File: config.mk
export PLATFORM = sky130hd
export DESIGN_NAME = reg_file_16
export DESIGN_NICKNAME = d
export VERILOG_FILES = /design/src/rtl/reg_file_16.sv
export SDC_FILE = /design/constraint.sdc
export NUM_CORES = 1
export LEC_CHECK = 0
export CAP_MARGIN = 10
export CORE_ASPECT_RATIO = 1.75
export CORE_MARGIN = 8
export CORE_UTILIZATION = 40
export DETAILED_ROUTE_END_ITERATION = 10
export GPL_ROUTABILITY_DRIVEN = 0
export GPL_TIMING_DRIVEN = 1
export MAX_ROUTING_LAYER = met4
export PLACE_DENSITY = 0.67
export SLEW_MARGIN = 25
export SYNTH_ARGS = -nofsm -noshare
export SYNTH_HDL_FRONTEND = slang
export SYNTH_SLANG_ARGS = --single-unit
File: constraint.sdc
create_clock -name clk -period 7.7 [get_ports clk]
set_clock_uncertainty 0.2 [all_clocks]
set_input_delay 1.54 -clock clk [delete_from_list [all_inputs] [get_ports clk]]
set_output_delay 1.54 -clock clk [all_outputs]
set_load 0.01 [all_outputs]
File: src/rtl/reg_file_16.sv
// reg_file_16: two-read / one-write register file for the 16-bit MIPS datapath.
//
// Read port A feeds the ALU A input; read port B feeds the ALU-source mux.
// Writes arrive from writeback, at most one per clock. Register 0 is
// hardwired to zero: writes to it are dropped and reads of it return 0.
//
// Optional feature (macro REGFILE_BYPASS_EN):
//   defined   - write-through: a read of the register being written this
//               cycle returns wr_data combinationally, per port.
//   undefined - a read returns the stored value until the capturing edge.
//
// Reset is asynchronous and active-high. It clears every register at once.
// While rst is high, both read ports return 0. A write presented during
// reset is lost.

module reg_file_16 #(
  parameter int DATA_W = 16,
  parameter int ADDR_W = 4
) (
  input  logic              clk,
  input  logic              rst,
  input  logic              wr_en,
  input  logic [ADDR_W-1:0] wr_addr,
  input  logic [DATA_W-1:0] wr_data,
  input  logic [ADDR_W-1:0] rd_addr_a,
  output logic [DATA_W-1:0] rd_data_a,
  input  logic [ADDR_W-1:0] rd_addr_b,
  output logic [DATA_W-1:0] rd_data_b
);

  localparam int NREG = 1 << ADDR_W;

  logic [DATA_W-1:0] regs [0:NREG-1];

  // A write commits only when enabled and aimed at a nonzero register.
  logic wr_fire;
  assign wr_fire = wr_en && (wr_addr != '0);

  // Storage: async clear of every register, then one write per rising edge.
  always_ff @(posedge clk or posedge rst) begin
    if (rst) begin
      for (int i = 0; i < NREG; i++) begin
        regs[i] <= '0;
      end
    end else if (wr_fire) begin
      regs[wr_addr] <= wr_data;
    end
  end

  // Read port A: address 0 forced to zero; optional same-cycle write-through.
  always_comb begin
    rd_data_a = '0;
    if (rd_addr_a != '0) begin
      rd_data_a = regs[rd_addr_a];
`ifdef REGFILE_BYPASS_EN
      // Bypass is suppressed during reset so the ports still read 0.
      if (!rst && wr_fire && (wr_addr == rd_addr_a)) begin
        rd_data_a = wr_data;
      end
`endif
    end
  end

  // Read port B: same decode as port A, fully independent of it.
  always_comb begin
    rd_data_b = '0;
    if (rd_addr_b != '0) begin
      rd_data_b = regs[rd_addr_b];
`ifdef REGFILE_BYPASS_EN
      if (!rst && wr_fire && (wr_addr == rd_addr_b)) begin
        rd_data_b = wr_data;
      end
`endif
    end
  end

endmodule

==> summary.md, run 1 <==
| Metric | Value |
|---|---|
| Largest regs | `regs: 242 flops` |
| CTS tree | `built` |
| Drt drc | `0` |
| Slew @ Worst Pin | `a little under 1 ns` |
| Post-CTS setup buffer count | `0` |
| Worst min-delay path class | `reg -> reg` |
| TritonCTS Buffers | `26` |
| GRT Total Usage | `0.187` |
| Number of diodes | `0` |
| H-tree depth | `1` |
| Register area share after synthesis | `0.461` |
| Critical path arrival | `between 4 and 5 ns` |
| Clk sinks | `242` |
| Syn avg cell area | `14.7 µm²` |
| Final Net Count | `954` |
| Synth warnings | `0` |
| Total Wirelength | `35300 µm` |
| Max IR drop VDD | `about 0.16 mV` |
| Clock latency on the worst-skew pair | `0.55 ns` |
| Worst path required time | `5.96 ns` |
| Dpl cells | `1299` |
| Relative slew slack | `0.350` |
| IO buf count | `a little over 60` |
| Final-report hold violation count | `0` |
| Total grt overflow | `0` |
| Die ar. | `between 30000 and 40000 µm²` |
| RSZ-0062 raised after global routing | `false` |
| Final min period | `between 5 and 6 ns` |
| IO Pins | `63` |
| Register bit total from synthesis | `242` |
| Synth Net Count | `slightly above 900` |
| Crit path kind | `in -> out` |
| Max clock buf depth | `3` |
| DPL Wire Length | `approximately 21000 µm` |
| Max reg flops | `242` |
| Final std cells w/o fill | `1347` |
| Startpoint types | `input pin` |
| Leakage | `0.00607 µW` |
| Post-Synthesis Cell Area | `13100 µm²` |
| Via/cell ratio | `6.11` |
| Synth unique cells | `29` |
| Wire per inst | `26.2 µm` |
| Post-DRT Antenna Nets | `0` |
| First-pass GRT wire length | `54500 µm` |
| Setup total negative slack | `0 ns` |
| Crit Path Max Fanout | `50` |
| Die Width | `153 µm` |
| DR pass1 iterations | `5` |
| Clock transition at the registers of the reported paths | `0.06 ns` |
| Num rows | `88` |
| Max Cap Viol | `0` |
| Initial Util | `0.402` |
| Initial DRC Count | `547` |
| Top reg by flops | `regs` |
| Status | `complete, no violations` |
| Crit path capture type | `primary output` |
| Area Overhead vs Synth | `13.7%` |
| Clk root buf | `clkbuf_16` |
| Initial antenna violation count | `0` |
| Vias in the first global route | `9008` |
| Fin. max-slew vios | `0` |
| PwrDens | `270 nW/µm²` |
| Period utilisation layout | `0.754` |
| Hold-fix buffers at CTS | `0` |
| Largest net degree at the start of global routing | `190` |
| Fmax | `172 MHz` |
| Core Area | `32700 µm²` |
| Cts repair resizes | `0` |
| Cell count after synthesis | `894` |
| Layout cell share with drive strength beyond 1 | `0.519` |
| Die H | `256 µm` |
| Final Setup Violations | `0` |
| Via count | `8232` |
| Fill count | `2862` |
## Yosys cell counts
library cell,number,area [µm²]
nor2_1,9,33.8
and3_1,2,12.5
clkbuf_1,28,105
a31oi_1,2,12.5
buf_1,6,22.5
buf_2,43,215
nand3_1,1,5.00
a21o_1,2,15.0
a21oi_1,2,10.0
o21bai_1,2,15.0
a221o_1,2,20.0
a221oi_1,28,245
o31ai_1,28,210
and3b_1,2,17.5
mux4_2,96,2160
inv_1,1,3.75
dfrtp_1,242,6060
nand2_1,35,131
nand2b_1,6,37.5
o221a_2,2,22.5
o21ai_0,2,10.0
buf_4,6,45.0
nand3b_1,2,15.0
nor3b_1,1,7.51
buf_6,6,67.6
mux2i_1,2,20.0
or3_1,3,18.8
nor2b_1,31,194
mux2_2,302,3400
## logic make-up after synthesis
kind of cell           after synthesis  synth area share
flip-flops                         242             0.461
buffers and inverters               90            0.0350
AO/OA/AOI/OAI                       70            0.0427
multiplexers                       400             0.425
AND/OR/NAND/NOR                     92            0.0360
## worst paths after layout
check | cells past startpoint | startpoint | slack [ns] | endpoint
setup / recovery | 6 | rd_addr_a[1] | 1.89 | rd_data_a[8]
max in group asynchronous | 5 | rst | 4.45 | regs[147]
setup reg to reg | 1 | regs[2] | 6.70 | regs[2]
hold / removal | 0 | regs[242] | 0.18 | regs[242]
hold reg to reg | 0 | regs[242] | 0.18 | regs[242]
min in group asynchronous | 3 | rst | 1.37 | regs[107]
## report_power, final
group	internal, µW	switching, µW	total (µW)
logic	613	347	960
clock network	764	526	1290
registers	1570	212	1780
## worst max-delay path, cell delays in order
cell	delay [ns]
buf_4	0.63
nor2b_1	0.27
buf_4	0.30
a221oi_1	0.14
o31ai_1	0.49
clkdlybuf4s50_1	0.64
## per-layer routing
layer,up-vias,track usage,wire length (µm)
met5,-,-,0
met4,0,0.0823,1400
met3,78,0.0191,1280
met2,220,0.320,18400
met1,4444,0.219,14200
li1,3490,-,-
## cell usage in the layout (no fill, tap or decap), drive strengths merged, types with 3 or more instances in the layout
master / n
a221oi: 28
clkdlybuf4s50: 54
nor2b: 31
clkbuf: 39
dfrtp: 242
mux2: 302
clkinv: 6
nand2b: 6
mux4: 96
nand2: 35
buf: 36
o31ai: 28
nor2: 9
or3: 3
## cell type report
cell class | count | area [µm²] | area share
clock buffers | 39 | 779 | 0.0522
clock inverters | 8 | 101 | 0.00679
inverters | 1 | 7.51 | 0.000503
multi-input cells | 562 | 6640 | 0.445
flip-flops and latches | 242 | 6060 | 0.406
well taps | 405 | 507 | 0.0339
repair buffers | 90 | 841 | 0.0563
## stage by stage
stage | hold WS, ns | instance area [µm²] | power (µW) | util | setup WS [ns]
3_5_place_dp | 0.167 | 14000 | 2770 | 0.429 | 1.83
5_1_grt | 0.193 | 14900 | 4220 | 0.457 | 1.79
6_report | 0.177 | 14900 | 4030 | 0.457 | 1.89
4_1_cts | 0.180 | 14900 | 4070 | 0.456 | 1.84
3_3_place_gp | 0.163 | 14000 | 2720 | 0.429 | 1.83
2_1_floorplan | 0.225 | 13100 | 2470 | - | 2.78
No activity file was read; power rests on OpenSTA's default activity.
==> run 2, diff against run 1 <==
- PLACE_DENSITY: 0.67 -> 0.65
- clock period: 7.7 -> 5.8 ns (I/O delays scaled with it)
==> run 2 against run 1 <==
Effect of this change:
- sequential share of layout area grew 0.15 points
- critical path type unchanged
- sequential cell count unchanged
- first-iteration DRC count is 31% lower
- largest cell class unchanged
==> summary.md, run 2 (synthesized netlist as in run 1, its figures left out) <==
| Metric | Value |
|---|---|
| Post-DRT Antenna Nets | `0` |
| Clock transition at the registers of the reported paths | `0.07 ns` |
| Max reg flops | `242` |
| Die H | `256 µm` |
| Clk sinks | `roughly 240` |
| Setup ws final | `0.867 ns` |
| Total grt overflow | `0` |
| Layout cell share with drive strength beyond 1 | `0.519` |
| GRT Total Usage | `0.187` |
| Relative slew slack | `0.336` |
| Leakage | `0.00604 µW` |
| H-tree depth | `1` |
| Num rows | `88` |
| CTS tree | `built` |
| Hold path startpoint | `regs[242]` |
| Initial Util | `0.402` |
| Area Overhead vs Synth | `13.3%` |
| Cts repair resizes | `0` |
| Core Area | `between 30000 and 40000 µm²` |
| Total Wirelength | `between 30000 and 40000 µm` |
| Largest regs | `regs: 242 flops` |
| Final Setup Violations | `0` |
| Post-CTS setup buffer count | `0` |
| TritonCTS Buffers | `25` |
| IO Pins | `63` |
| First-pass GRT wire length | `54900 µm` |
| Largest net degree at the start of global routing | `179` |
| Initial antenna violation count | `1` |
| Final Net Count | `956` |
| Drt drc | `0` |
| Period utilisation layout | `0.851` |
| DPL Wire Length | `22400 µm` |
| Worst min-delay path class | `reg -> reg` |
| Max clock buf depth | `3` |
| Wire per inst | `26.3 µm` |
| RSZ-0062 raised after global routing | `false` |
| Clk root buf | `clkbuf_16` |
| Dpl cells | `1302` |
| Hold_ws | `0.175 ns` |
| Via count | `8153` |
| Vias in the first global route | `8829` |
| IO buf count | `62` |
| Reg-to-reg endpoint | `regs[219]` |
| Most frequent cells in the layout | `mux2_2 (302), dfrtp_1 (242), mux4_2 (96)` |
| Die ar. | `a little under 40000 µm²` |
| Commonest non-fill, non-tap cell in the layout | `mux2_2` |
| R2r worst-path depth | `1` |
| Slew @ Worst Pin | `0.996 ns` |
| Worst path required time | `4.44 ns` |
| Pre-CTS setup slack | `0.823 ns` |
| Fin. max-slew vios | `0` |
| Top reg by flops | `regs` |
| Setup total negative slack | `0 ns` |
| Status | `complete, no violations` |
| Max Cap Viol | `0` |
| Crit path kind | `in -> out` |
| Fmax | `about 200 MHz` |
| Crit Path Max Fanout | `63` |
| Startpoint types | `input pin` |
| Hold-fix buffers at CTS | `0` |
| Clock latency on the worst-skew pair | `about 0.53 ns` |
| Final min period | `4.93 ns` |
| Final std cells w/o fill | `1347` |
| Via/cell ratio | `6.05` |
| Initial DRC Count | `377` |
| Number of diodes | `0` |
| Die Width | `153 µm` |
| Crit path capture type | `primary output` |
| R2r setup slk | `roughly 4.8 ns` |
| Max IR drop VDD | `0.214 mV` |
| Critical path arrival | `3.57 ns` |
| PwrDens | `about 350 nW/µm²` |
| RR Startpoint | `regs[219]` |
| Hold Crit Depth | `0` |
| Final-report hold violation count | `0` |
| Hold Path Sink | `regs[242]` |
| DR pass1 iterations | `5` |
==> run 2: cell count changes in the layout (fill, tap and decap cells not counted), moves of 2 or more <==
cell      delta
buf_4        +5
buf_6        -2
clkbuf_1     +3
clkinv_2     -3
or3_1        -2
or3_2        +2
==> run 2: metrics by stage <==
stage / utilization / area, µm² / power (µW)
after global placement: 0.429 / 14000 / 3640
after global routing: 0.455 / 14900 / 5500
after detailed placement: 0.430 / 14000 / 3680
after CTS: 0.454 / 14900 / 5280
after floorplan: - / 13100 / 3280
final: 0.455 / 14900 / 5240
==> run 2: critical path: stages <==
cell and delay [ns]:
buf_4 0.73, mux4_2 0.60, mux2_2 0.28, nand2_1 0.12, o31ai_1 0.13, clkdlybuf4s50_1 0.53
==> run 2: metal layers <==
layer,part of all wire,global-route usage
met1,0.40,0.226
met3,0.040,0.0220
met5,0,-
met4,0.029,0.0635
met2,0.53,0.320
==> run 2: area by class of cell <==
class                   count  area [µm²]
inverters                   1        7.51
repair buffers             93         856
well taps                 405         507
clock buffers              40         752
flip-flops and latches    242        6060
fillers                  2947       17800
multi-input cells         562        6650
clock inverters             4        48.8
==> run 2: power by group <==
part	internal, µW	switching [µW]	leakage (µW)
logic	816	461	0.00267
registers	2080	288	0.00297
clock network	928	671	0.000394
total	3820	1420	0.00604
==> run 2: worst max path at each step <==
stage	from	endpoint	slack [ns]	cells past startpoint
5_1_grt	rd_addr_b[3]	rd_data_b[12]	0.73	6
4_1_cts	rd_addr_b[3]	rd_data_b[1]	0.82	6
2_1_floorplan	rst	regs[0]	1.26	1
6_report	rd_addr_b[3]	rd_data_b[12]	0.87	6
3_3_place_gp	rd_addr_b[1]	rd_data_b[1]	0.81	6
3_5_place_dp	rd_addr_b[3]	rd_data_b[1]	0.82	6
==> run 3, diff against run 2 <==
- CORE_UTILIZATION: 40 -> 50
- PLACE_DENSITY: 0.65 -> 0.76
- SLEW_MARGIN: 25 -> default
==> run 3 against run 2 <==
Effect of this change:
- worst hold slack better by 0.00070 ns
- die area decreased by 18%
- largest cell class unchanged
- cell count down 5.9%
- first-iteration DRC count increased by 41%
==> summary.md, run 3 (synthesized netlist as in run 1, its figures left out) <==
| Metric | Value |
|---|---|
| Crit Path Max Fanout | `between 50 and 60` |
| Fmax | `just over 200 MHz` |
| Critical path arrival | `3.59 ns` |
| DR pass1 iterations | `5` |
| Final min period | `between 4 and 5 ns` |
| Cts repair resizes | `0` |
| Final design utilization | `0.573` |
| Leakage | `a little over 0.006 µW` |
| Layout cell share with drive strength beyond 1 | `0.520` |
| Overall Power | `5280 µW` |
| Top reg by flops | `regs` |
| Num rows | `78` |
| RSZ-0062 raised after global routing | `false` |
| H-tree depth | `1` |
| Core Area | `~26000 µm²` |
| Vias in the first global route | `9062` |
| Die H | `230 µm` |
| Worst min-delay path class | `reg -> reg` |
| Largest net degree at the start of global routing | `153` |
| DPL Wire Length | `21800 µm` |
| Max IR drop VDD | `roughly 0.22 mV` |
| Via count | `between 8000 and 9000` |
| Slew @ Worst Pin | `1.26 ns` |
| Final-report hold violation count | `0` |
| Die Width | `~140 µm` |
| Worst path required time | `4.44 ns` |
| Total grt overflow | `0` |
| Max Cap Viol | `0` |
| Via/cell ratio | `6.58` |
| IO buf count | `62` |
| Relative slew slack | `0.162` |
| Max reg flops | `242` |
| TritonCTS Buffers | `24` |
| First-pass GRT wire length | `between 50000 and 60000 µm` |
| Post-DRT Antenna Nets | `0` |
| Initial Util | `0.508` |
| Initial DRC Count | `531` |
| Fin. max-slew vios | `0` |
| Clock transition at the registers of the reported paths | `0.06 ns` |
| Final Setup Violations | `0` |
| Commonest non-fill, non-tap cell in the layout | `mux2_2` |
| IO Pins | `63` |
| Period utilisation layout | `0.853` |
| Most frequent cells in the layout | `mux2_2 (302), dfrtp_1 (242), mux4_2 (96)` |
| GRT Total Usage | `0.223` |
| PwrDens | `356 nW/µm²` |
| Status | `complete, no violations` |
| Hold_ws | `0.176 ns` |
| Max clock buf depth | `3` |
| Setup total negative slack | `0 ns` |
| Drt drc | `0` |
| Clock latency on the worst-skew pair | `about 0.53 ns` |
| Wire per inst | `27.3 µm` |
| Die ar. | `31900 µm²` |
| Crit path kind | `in -> out` |
| Final Net Count | `961` |
| Area Overhead vs Synth | `12.8%` |
| Startpoint types | `input pin` |
| Hold-fix buffers at CTS | `0` |
| Clk sinks | `242` |
| Initial antenna violation count | `1` |
| Clk root buf | `clkbuf_16` |
| Post-CTS setup buffer count | `0` |
| Largest regs | `regs: 242 flops` |
| CTS tree | `built` |
| Total Wirelength | `34600 µm` |
| Crit path capture type | `primary output` |
==> run 3: worst paths after layout <==
path,cells after the start,slack [ns],end,start
max reg2reg,1,4.80,regs[210],regs[210]
max in group asynchronous,4,3.37,regs[84],rst
min in group asynchronous,2,0.66,regs[62],rst
max,6,0.85,rd_data_b[8],rd_addr_b[3]
min,0,0.18,regs[249],regs[249]
min reg2reg,0,0.18,regs[249],regs[249]
==> run 3: area by class of cell <==
class,count,area [µm²]
multi-input cells,562,6640
well taps,320,400
fillers,2002,11000
repair buffers,99,893
diodes,2,5.00
inverters,1,7.51
clock inverters,10,164
clock buffers,32,651
flip-flops and latches,242,6060
==> run 3: report_power, final <==
group,internal [µW],switching (µW)
clock,966,659
combinational,817,463
sequential,2080,291
==> run 3: routing by layer <==
metal,GRT usage,vias up,routed length [µm]
met1,0.254,4478,13100
met3,0.0294,102,1600
li1,-,3496,-
met4,0.107,0,1600
met2,0.382,267,18200
met5,-,-,0
==> run 3: worst max-delay path, stage by stage <==
cell,delay [ns]
buf_4,0.72
mux4_2,0.62
mux2_2,0.28
nand2_1,0.07
o31ai_1,0.15
clkdlybuf4s50_1,0.53
==> run 3: stage by stage <==
step           std cells  worst slack (ns)  area, µm²
6_report            1268             0.855      14800
5_1_grt             1267             0.747      14800
4_1_cts             1266             0.836      14800
3_5_place_dp        1224             0.831      14000
3_3_place_gp        1224             0.869      14000
2_1_floorplan        894              1.26      13100
